$ cat src/rtl/riscv_pkg.sv
// Shared RISC-V datapath definitions: machine width, reset vector, address type.
`timescale 1ns / 1ps
package riscv_pkg;

   localparam int unsigned XLEN = 32;

   typedef logic [XLEN-1:0] addr_t;

   localparam addr_t PC_RESET_VECTOR = 32'h0000_0000;

endpackage : riscv_pkg

$ cat src/rtl/dff_ar.sv
// Generic WIDTH-bit rising-edge register with asynchronous active-high reset.
`timescale 1ns / 1ps
module dff_ar #(
   parameter int unsigned        WIDTH       = 32,
   parameter logic [WIDTH-1:0]   RESET_VALUE = '0
) (
   input  logic             clk,
   input  logic             rst,
   input  logic [WIDTH-1:0] d,
   output logic [WIDTH-1:0] q
);

   always_ff @(posedge clk or posedge rst) begin
      if (rst) begin
         q <= RESET_VALUE;
      end else begin
         q <= d;
      end
   end

endmodule : dff_ar

$ cat src/rtl/pc_reg.sv
// Program-counter register: captures the next PC every rising clk edge.
// Define PC_ALIGN_MASK_EN to force PC_out[1:0] (and the reset value) to 2'b00.
`timescale 1ns / 1ps
module pc_reg
   import riscv_pkg::*;
#(
   parameter int unsigned      WIDTH       = XLEN,
   parameter logic [WIDTH-1:0] RESET_VALUE = WIDTH'(PC_RESET_VECTOR)
) (
   input  logic             clk,
   input  logic             rst,
   input  logic [WIDTH-1:0] PC_in,
   output logic [WIDTH-1:0] PC_out
);

   logic [WIDTH-1:0] pc_next;

`ifdef PC_ALIGN_MASK_EN
   // Word alignment: low two address bits are hard-wired to zero.
   localparam logic [WIDTH-1:0] ALIGN_MASK = ~WIDTH'(3);
   localparam logic [WIDTH-1:0] RST_VAL    = RESET_VALUE & ALIGN_MASK;

   assign pc_next = PC_in & ALIGN_MASK;
`else
   localparam logic [WIDTH-1:0] RST_VAL    = RESET_VALUE;

   assign pc_next = PC_in;
`endif

   dff_ar #(
      .WIDTH       (WIDTH),
      .RESET_VALUE (RST_VAL)
   ) u_pc_ff (
      .clk (clk),
      .rst (rst),
      .d   (pc_next),
      .q   (PC_out)
   );

endmodule : pc_reg

$ cat config.mk
export PLATFORM = sky130hd
export DESIGN_NAME = pc_reg
export DESIGN_NICKNAME = d
export VERILOG_FILES = /design/src/rtl/riscv_pkg.sv /design/src/rtl/dff_ar.sv /design/src/rtl/pc_reg.sv
export SDC_FILE = /design/constraint.sdc
export NUM_CORES = 1
export LEC_CHECK = 0
export CAP_MARGIN = 20
export CORE_UTILIZATION = 33
export CTS_CLUSTER_DIAMETER = 30
export DETAILED_ROUTE_END_ITERATION = 10
export MAX_ROUTING_LAYER = met4
export PLACE_DENSITY = 0.92
export SLEW_MARGIN = 20
export SYNTH_ARGS = -nofsm -noshare
export SYNTH_HDL_FRONTEND = slang
export SYNTH_HIERARCHICAL = 1
export SYNTH_SLANG_ARGS = --single-unit
export TNS_END_PERCENT = 50
$ cat constraint.sdc
create_clock -name clk -period 2.1 [get_ports clk]
set_input_delay 0.42 -clock clk [delete_from_list [all_inputs] [get_ports clk]]
set_output_delay 0.42 -clock clk [all_outputs]
set_load 0.1 [all_outputs]
==> flow_summary.yaml, run 1 <==
layout:
  final_area_sq_um: 1495
  largest_register: "u_pc_ff/q"
  largestRegisters: "u_pc_ff/q x32"
  nMultiInputCombCells: 0
  syn2layout_area_growth_pct: 85.85
  multi_input_area_sq_um: 0
  fin_nets: 140
  drive_gt1_share_pct: 37.74
  largest_reg_flops: 32
  fillers: 177
  diodes: 0
power:
  p_int_w: 0.0009328
  p_switching_w: 0.0004581
  peakVddDrop_mv: 0.5059
  switching_share_pct: 32.94
  p_leak_nw: 0.7078
  p_clk_share_pct: 26.4
  p_per_area_nw_per_um2: 930.3
  seqPwrFrac_pct: 47.1
  combPwrFrac_pct: 26.5
routing:
  wl_met2_um: 965
  via_count: 553
  ant_nets: 0
  drt_pre_antenna_iters: 2
  wl_per_cell_um: 13.74
  drc: 0
  dr.first_iter.drc_count: 2
  vias_per_cell: 4.127
  routed.top_layer: "met4"
  drt_wl_total_um: 1841
  dr_wl_met3_um: 166
  wl_met1_um: 696
logic_synthesis:
  synthesis.nets: 67
  syn_inst: 33
  yosysWarningCount: 6
  synth_area_sq_um: 804.5
  synthArstFlopShare_pct: 100.0
  yosysMostFrequentCell: "dfrtp_1"
  ys_top_cells_by_count: "32 x dfrtp_1, 1 x inv_1"
  synth_seq_cells: 32
  synth_edf_count: 0
  synth_seq_area_share_pct: 99.53
  synth_top_area_cell: "dfrtp_1"
  synth.top_cell.area_share_pct: 99.53
  ys_types: 2
  syn_avg_cell_area_sq_um: 24.38
  synth-simple-area-share_pct: 0
  ys.flop_type: "dfrtp_1"
  muxShareOfSynthArea_pct: 0
  synth_xor_area_share_pct: 0
  synthAdderAreaFrac_pct: 0
  synth_area_leaders: "dfrtp_1 100%, inv_1 0.47%"
  synth_top_family_by_area: "buffers and inverters"
  synth_compound_area_share_pct: 0
sta:
  tightestPinTransition_ns: 0.3759
  hold_violations: 0
  finalSetupTns_ns: 0
  rsz0062_at_grt: "false"
  fmax_ghz: 0.7275
  finalSetupViolCount: 0
  fin_crit_sh_pct: 65.46
  slew_violations: 0
  period_minus_slack_ns: 1.375
  slew_headroom_pct: 74.91
floorplanning:
  die_x_um: 51.38
  ios: 66
  core_sq_um: 2255
  initial_core_util_pct: 35.68
  rows: 17
  die_h_um: 51.38
  die-area_sq_um: 2639
global_routing:
  grt_pass1_vias: 642
  grtUsageTotal_pct: 16.37
  grt_max_degree: 25
  antenna_found_initial: 0
  overflow: 0
  grt_pass1_wl_um: 2815
worst_setup_path:
  cp_slowest_stage_delay_ns: 0.35
  required_ns: 1.68
  worstPathArrival_ns: 0.95
  cp_cell_sequence: "buf_4"
  critPathTopFamily: "flip-flops"
  slowest_stage: "dfrtp_1"
  critPathBufInv: 1
  critPathKind: "flip-flop to output pin"
  endpoint_kind: "output pin"
  critPathLaunchType: "flip-flop"
  crit_fanout: 1
cts:
  clkTransAtPathRegs_ns: 0.09
  cts_hold_buf: 0
  cts_setup_buffers: 0
  clockBufferDepth: 2
  h-tree-depth: 2
  cts_buffers: 5
  cts_root_buffer: "clkbuf_4"
  cts_tree: "built"
  cts_resized: 0
  cts.sinks: 32
placed_design:
  dpl-instance-area_sq_um: 1430
  hpwl_um: 1436
  routabilityCongestion: 0.5879
  io_buffer_count: 65
status:
  status: "finished, final reports clean"
run:
  cap_viol_max_count: 0
min_path:
  hp-class: "input pin to async pin"
==> through the flow <==
stage,total power [W],worst slack (ns),hold WS [ns],util (%),instances
floorplan,0.0009110,0.7967,0.4514,-,33
detailed placement,0.001039,0.9260,0.7157,63.43,127
CTS,0.001413,0.6935,0.3593,66.32,134
global placement,0.001035,0.9499,0.7117,63.43,127
global route,0.001452,0.6825,0.3818,66.32,134
finish,0.001391,0.7254,0.3695,66.32,134
==> per-layer routing <==
metal  vias to the layer above  GRT usage, %
met5                         -             -
met1                       264         15.97
met4                         0         10.81
met3                         2         6.548
li1                        243             -
met2                        44         26.62
==> power by group through the flow <==
stage / Clock, W / Sequential, W / Combinational [W]
6_report: 0.000367 / 0.000656 / 0.000369
5_1_grt: 0.000414 / 0.000659 / 0.000379
4_1_cts: 0.000386 / 0.000656 / 0.000371
3_5_place_dp: 0 / 0.000668 / 0.000371
3_3_place_gp: 0 / 0.000667 / 0.000368
2_1_floorplan: 0 / 0.000902 / 0.00000910
==> kinds of logic (layout without fill, tap and decap cells) <==
family	Yosys count	count (layout)
buf+inv	1	74
flops	32	32
==> final cells by class <==
type	instances	area, sq um	share of cell area, %
sequential	32	800.8	53.56
timing repair buffer	66	590.6	39.50
clock buffer	7	65.06	4.351
tap	28	35.03	2.343
inverter	1	3.754	0.2510
==> cell usage in the layout, fill, tap and decap left out, drive strengths merged <==
cell type      instances
inv                    1
dfrtp                 32
clkbuf                 7
buf                   33
clkdlybuf4s50         33
==> path summary, 6_finish.rpt <==
path / start / endpoint / slack [ns] / cells past startpoint
worst max-delay path: u_pc_ff/q[13]$_DFF_PP0_ / PC_out[13] / 0.73 / 1
min in group clk: PC_in[21] / u_pc_ff/q[21]$_DFF_PP0_ / 0.53 / 1
max in group asynchronous: rst / u_pc_ff/q[9]$_DFF_PP0_ / 1.29 / 3
worst min-delay path: rst / u_pc_ff/q[5]$_DFF_PP0_ / 0.37 / 2
Power figures use the tool's default switching activity.
==> run 2: changes to the inputs <==
- CORE_UTILIZATION: 33 -> 28
- PLACE_DENSITY: 0.92 -> 0.84
- clock period: 2.1 -> 1.1 ns (I/O delays scaled with it)
==> run 2 against run 1 <==
Critical path type unchanged. Total power up 110%. Non-clock buffer count up 1. Die area up 17%. Sequential cell count unchanged. First-iteration DRC count rose to 6.5 times the previous value. Worst hold slack worse by 0.10 ns. Largest cell class is now non-clock buffers. The flow now finishes with violations (negative setup slack).
==> flow_summary.yaml, run 2 (synthesis gave the netlist of run 1 again) <==
status:
  status: "finished, violations left"
  violations: "negative setup slack"
sta:
  whs_ns: 0.2691
  hold_violations: 0
  finalSetupViolCount: 32
  period_minus_slack_ns: 1.136
  slew_headroom_pct: 90.72
  finalSetupTns_ns: -0.6567
  fmax_ghz: 0.8799
  tightestPinTransition_ns: 0.1392
  slew_violations: 0
  fin_crit_sh_pct: 103.3
  rsz0062_at_grt: "true"
  fin_ws_ns: -0.03645
layout:
  fin_nets: 141
  syn2layout_area_growth_pct: 140.0
  nMultiInputCombCells: 0
  layout_common_cells: "33 x clkdlybuf4s50_1, 33 x buf_12, 16 x dfrtp_2, 16 x dfrtp_1, 5 x clkbuf_4"
  drive_gt1_share_pct: 52.78
  final_util_pct: 70.62
  largestRegisters: "u_pc_ff/q x32"
  largest_reg_flops: 32
  multi_input_area_sq_um: 0
  diodes: 0
  fillers: 183
  largest_register: "u_pc_ff/q"
placed_design:
  routabilityCongestion: 0.6475
  hpwl_um: 1617
  io_buffer_count: 65
power:
  p_switching_w: 0.0009254
  p_clk_share_pct: 25.4
  combPwrFrac_pct: 29.8
  p_per_area_nw_per_um2: 1494
  p_int_w: 0.001959
  switching_share_pct: 32.09
  peakVddDrop_mv: 1.149
  seqPwrFrac_pct: 44.8
  p_leak_nw: 0.8449
  finalPower_w: 0.002884
cts:
  cts.sinks: 32
  cts_buffers: 5
  clockBufferDepth: 2
  cts_resized: 0
  h-tree-depth: 2
  cts_root_buffer: "clkbuf_4"
  cts_tree: "built"
  clkTransAtPathRegs_ns: 0.10
floorplanning:
  ios: 66
  die-area_sq_um: 3092
  die_x_um: 55.61
  initial_core_util_pct: 29.43
  rows: 19
  die_h_um: 55.61
  core_sq_um: 2734
worst_setup_path:
  crit_fanout: 1
  critPathKind: "flip-flop to output pin"
  cp_slowest_stage_delay_ns: 0.43
  critPathTopFamily: "flip-flops"
  worstPathArrival_ns: 0.92
  required_ns: 0.88
  endpoint_kind: "output pin"
  critPathBufInv: 1
  crit_cells: 1
  slowest_stage: "dfrtp_2"
  cp_cell_sequence: "buf_12"
  critPathLaunchType: "flip-flop"
routing:
  drc: 0
  drt_pre_antenna_iters: 4
  ant_nets: 0
  via_count: 577
  dr.first_iter.drc_count: 13
  wl_per_cell_um: 14.29
  vias_per_cell: 4.151
  drt_wl_total_um: 1987
global_routing:
  grtUsageTotal_pct: 14.93
  overflow: 0
  grt_pass1_vias: 676
  grt_pass1_wl_um: 3105
  grt_max_degree: 26
  antenna_found_initial: 0
run:
  cap_viol_max_count: 0
min_path:
  hp-class: "input pin to async pin"
-- run 2: power by group through the flow --
| stage | clock network, W | logic, W | registers [W] |
|---|---|---|---|
| final | 0.000731 | 0.000861 | 0.00129 |
| after detailed placement | 0 | 0.000867 | 0.00132 |
| after global routing | 0.000827 | 0.000881 | 0.00130 |
| after global placement | 0 | 0.000860 | 0.00131 |
| after CTS | 0.000779 | 0.000869 | 0.00129 |
| after floorplan | 0 | 0.0000173 | 0.00173 |
-- run 2: worst min-delay path, cell delays in order --
cell	delay, ns
clkdlybuf4s50_1	0.41
inv_1	0.12
buf_12	0.19
-- run 2: layout make-up --
| cell class | count | area, sq um | share of cell area [%] |
|---|---|---|---|
| inverter | 1 | 3.754 | 0.1944 |
| tap | 31 | 38.79 | 2.009 |
| clock buffer | 8 | 68.82 | 3.564 |
| sequential | 32 | 820.8 | 42.51 |
| timing repair buffer | 67 | 998.5 | 51.72 |
-- run 2: worst paths after layout --
path / startpoint / end / slack (ns)
setup / recovery: u_pc_ff/q[10]$_DFF_PP0_ / PC_out[10] / -0.04
hold / removal: rst / u_pc_ff/q[10]$_DFF_PP0_ / 0.27
max in group asynchronous: rst / u_pc_ff/q[18]$_DFF_PP0_ / 0.67
min in group clk: PC_in[10] / u_pc_ff/q[10]$_DFF_PP0_ / 0.32
-- run 2: through the flow --
step / instances / setup WS [ns] / area [sq um]
after floorplan: 33 / -0.003251 / 824.5
after global placement: 131 / 0.3168 / 1862
after detailed placement: 131 / 0.3107 / 1862
after CTS: 139 / -0.05870 / 1931
after global routing: 139 / -0.08012 / 1931
final: 139 / -0.03645 / 1931
-- run 2: metal layers --
layer	up-vias	share of wire [%]	GRT usage, %
met3	6	8.2	4.186
met4	0	2.9	10.71
met5	-	0	-
met1	273	39	16.96
met2	50	50	22.72
li1	248	-	-
-- run 2: what timing repair did --
action / CTS / global route
hold buffers: 0 / 0
gates cloned: 0 / 0
setup endpoints to repair: 32 / 32
setup buffers: 0 / 0
==> run 3: changes to the inputs <==
- ABC_AREA: unset -> 1
==> results of run 3 <==
Same layout as run 2: the final DEF is identical, and so are final timing and power.
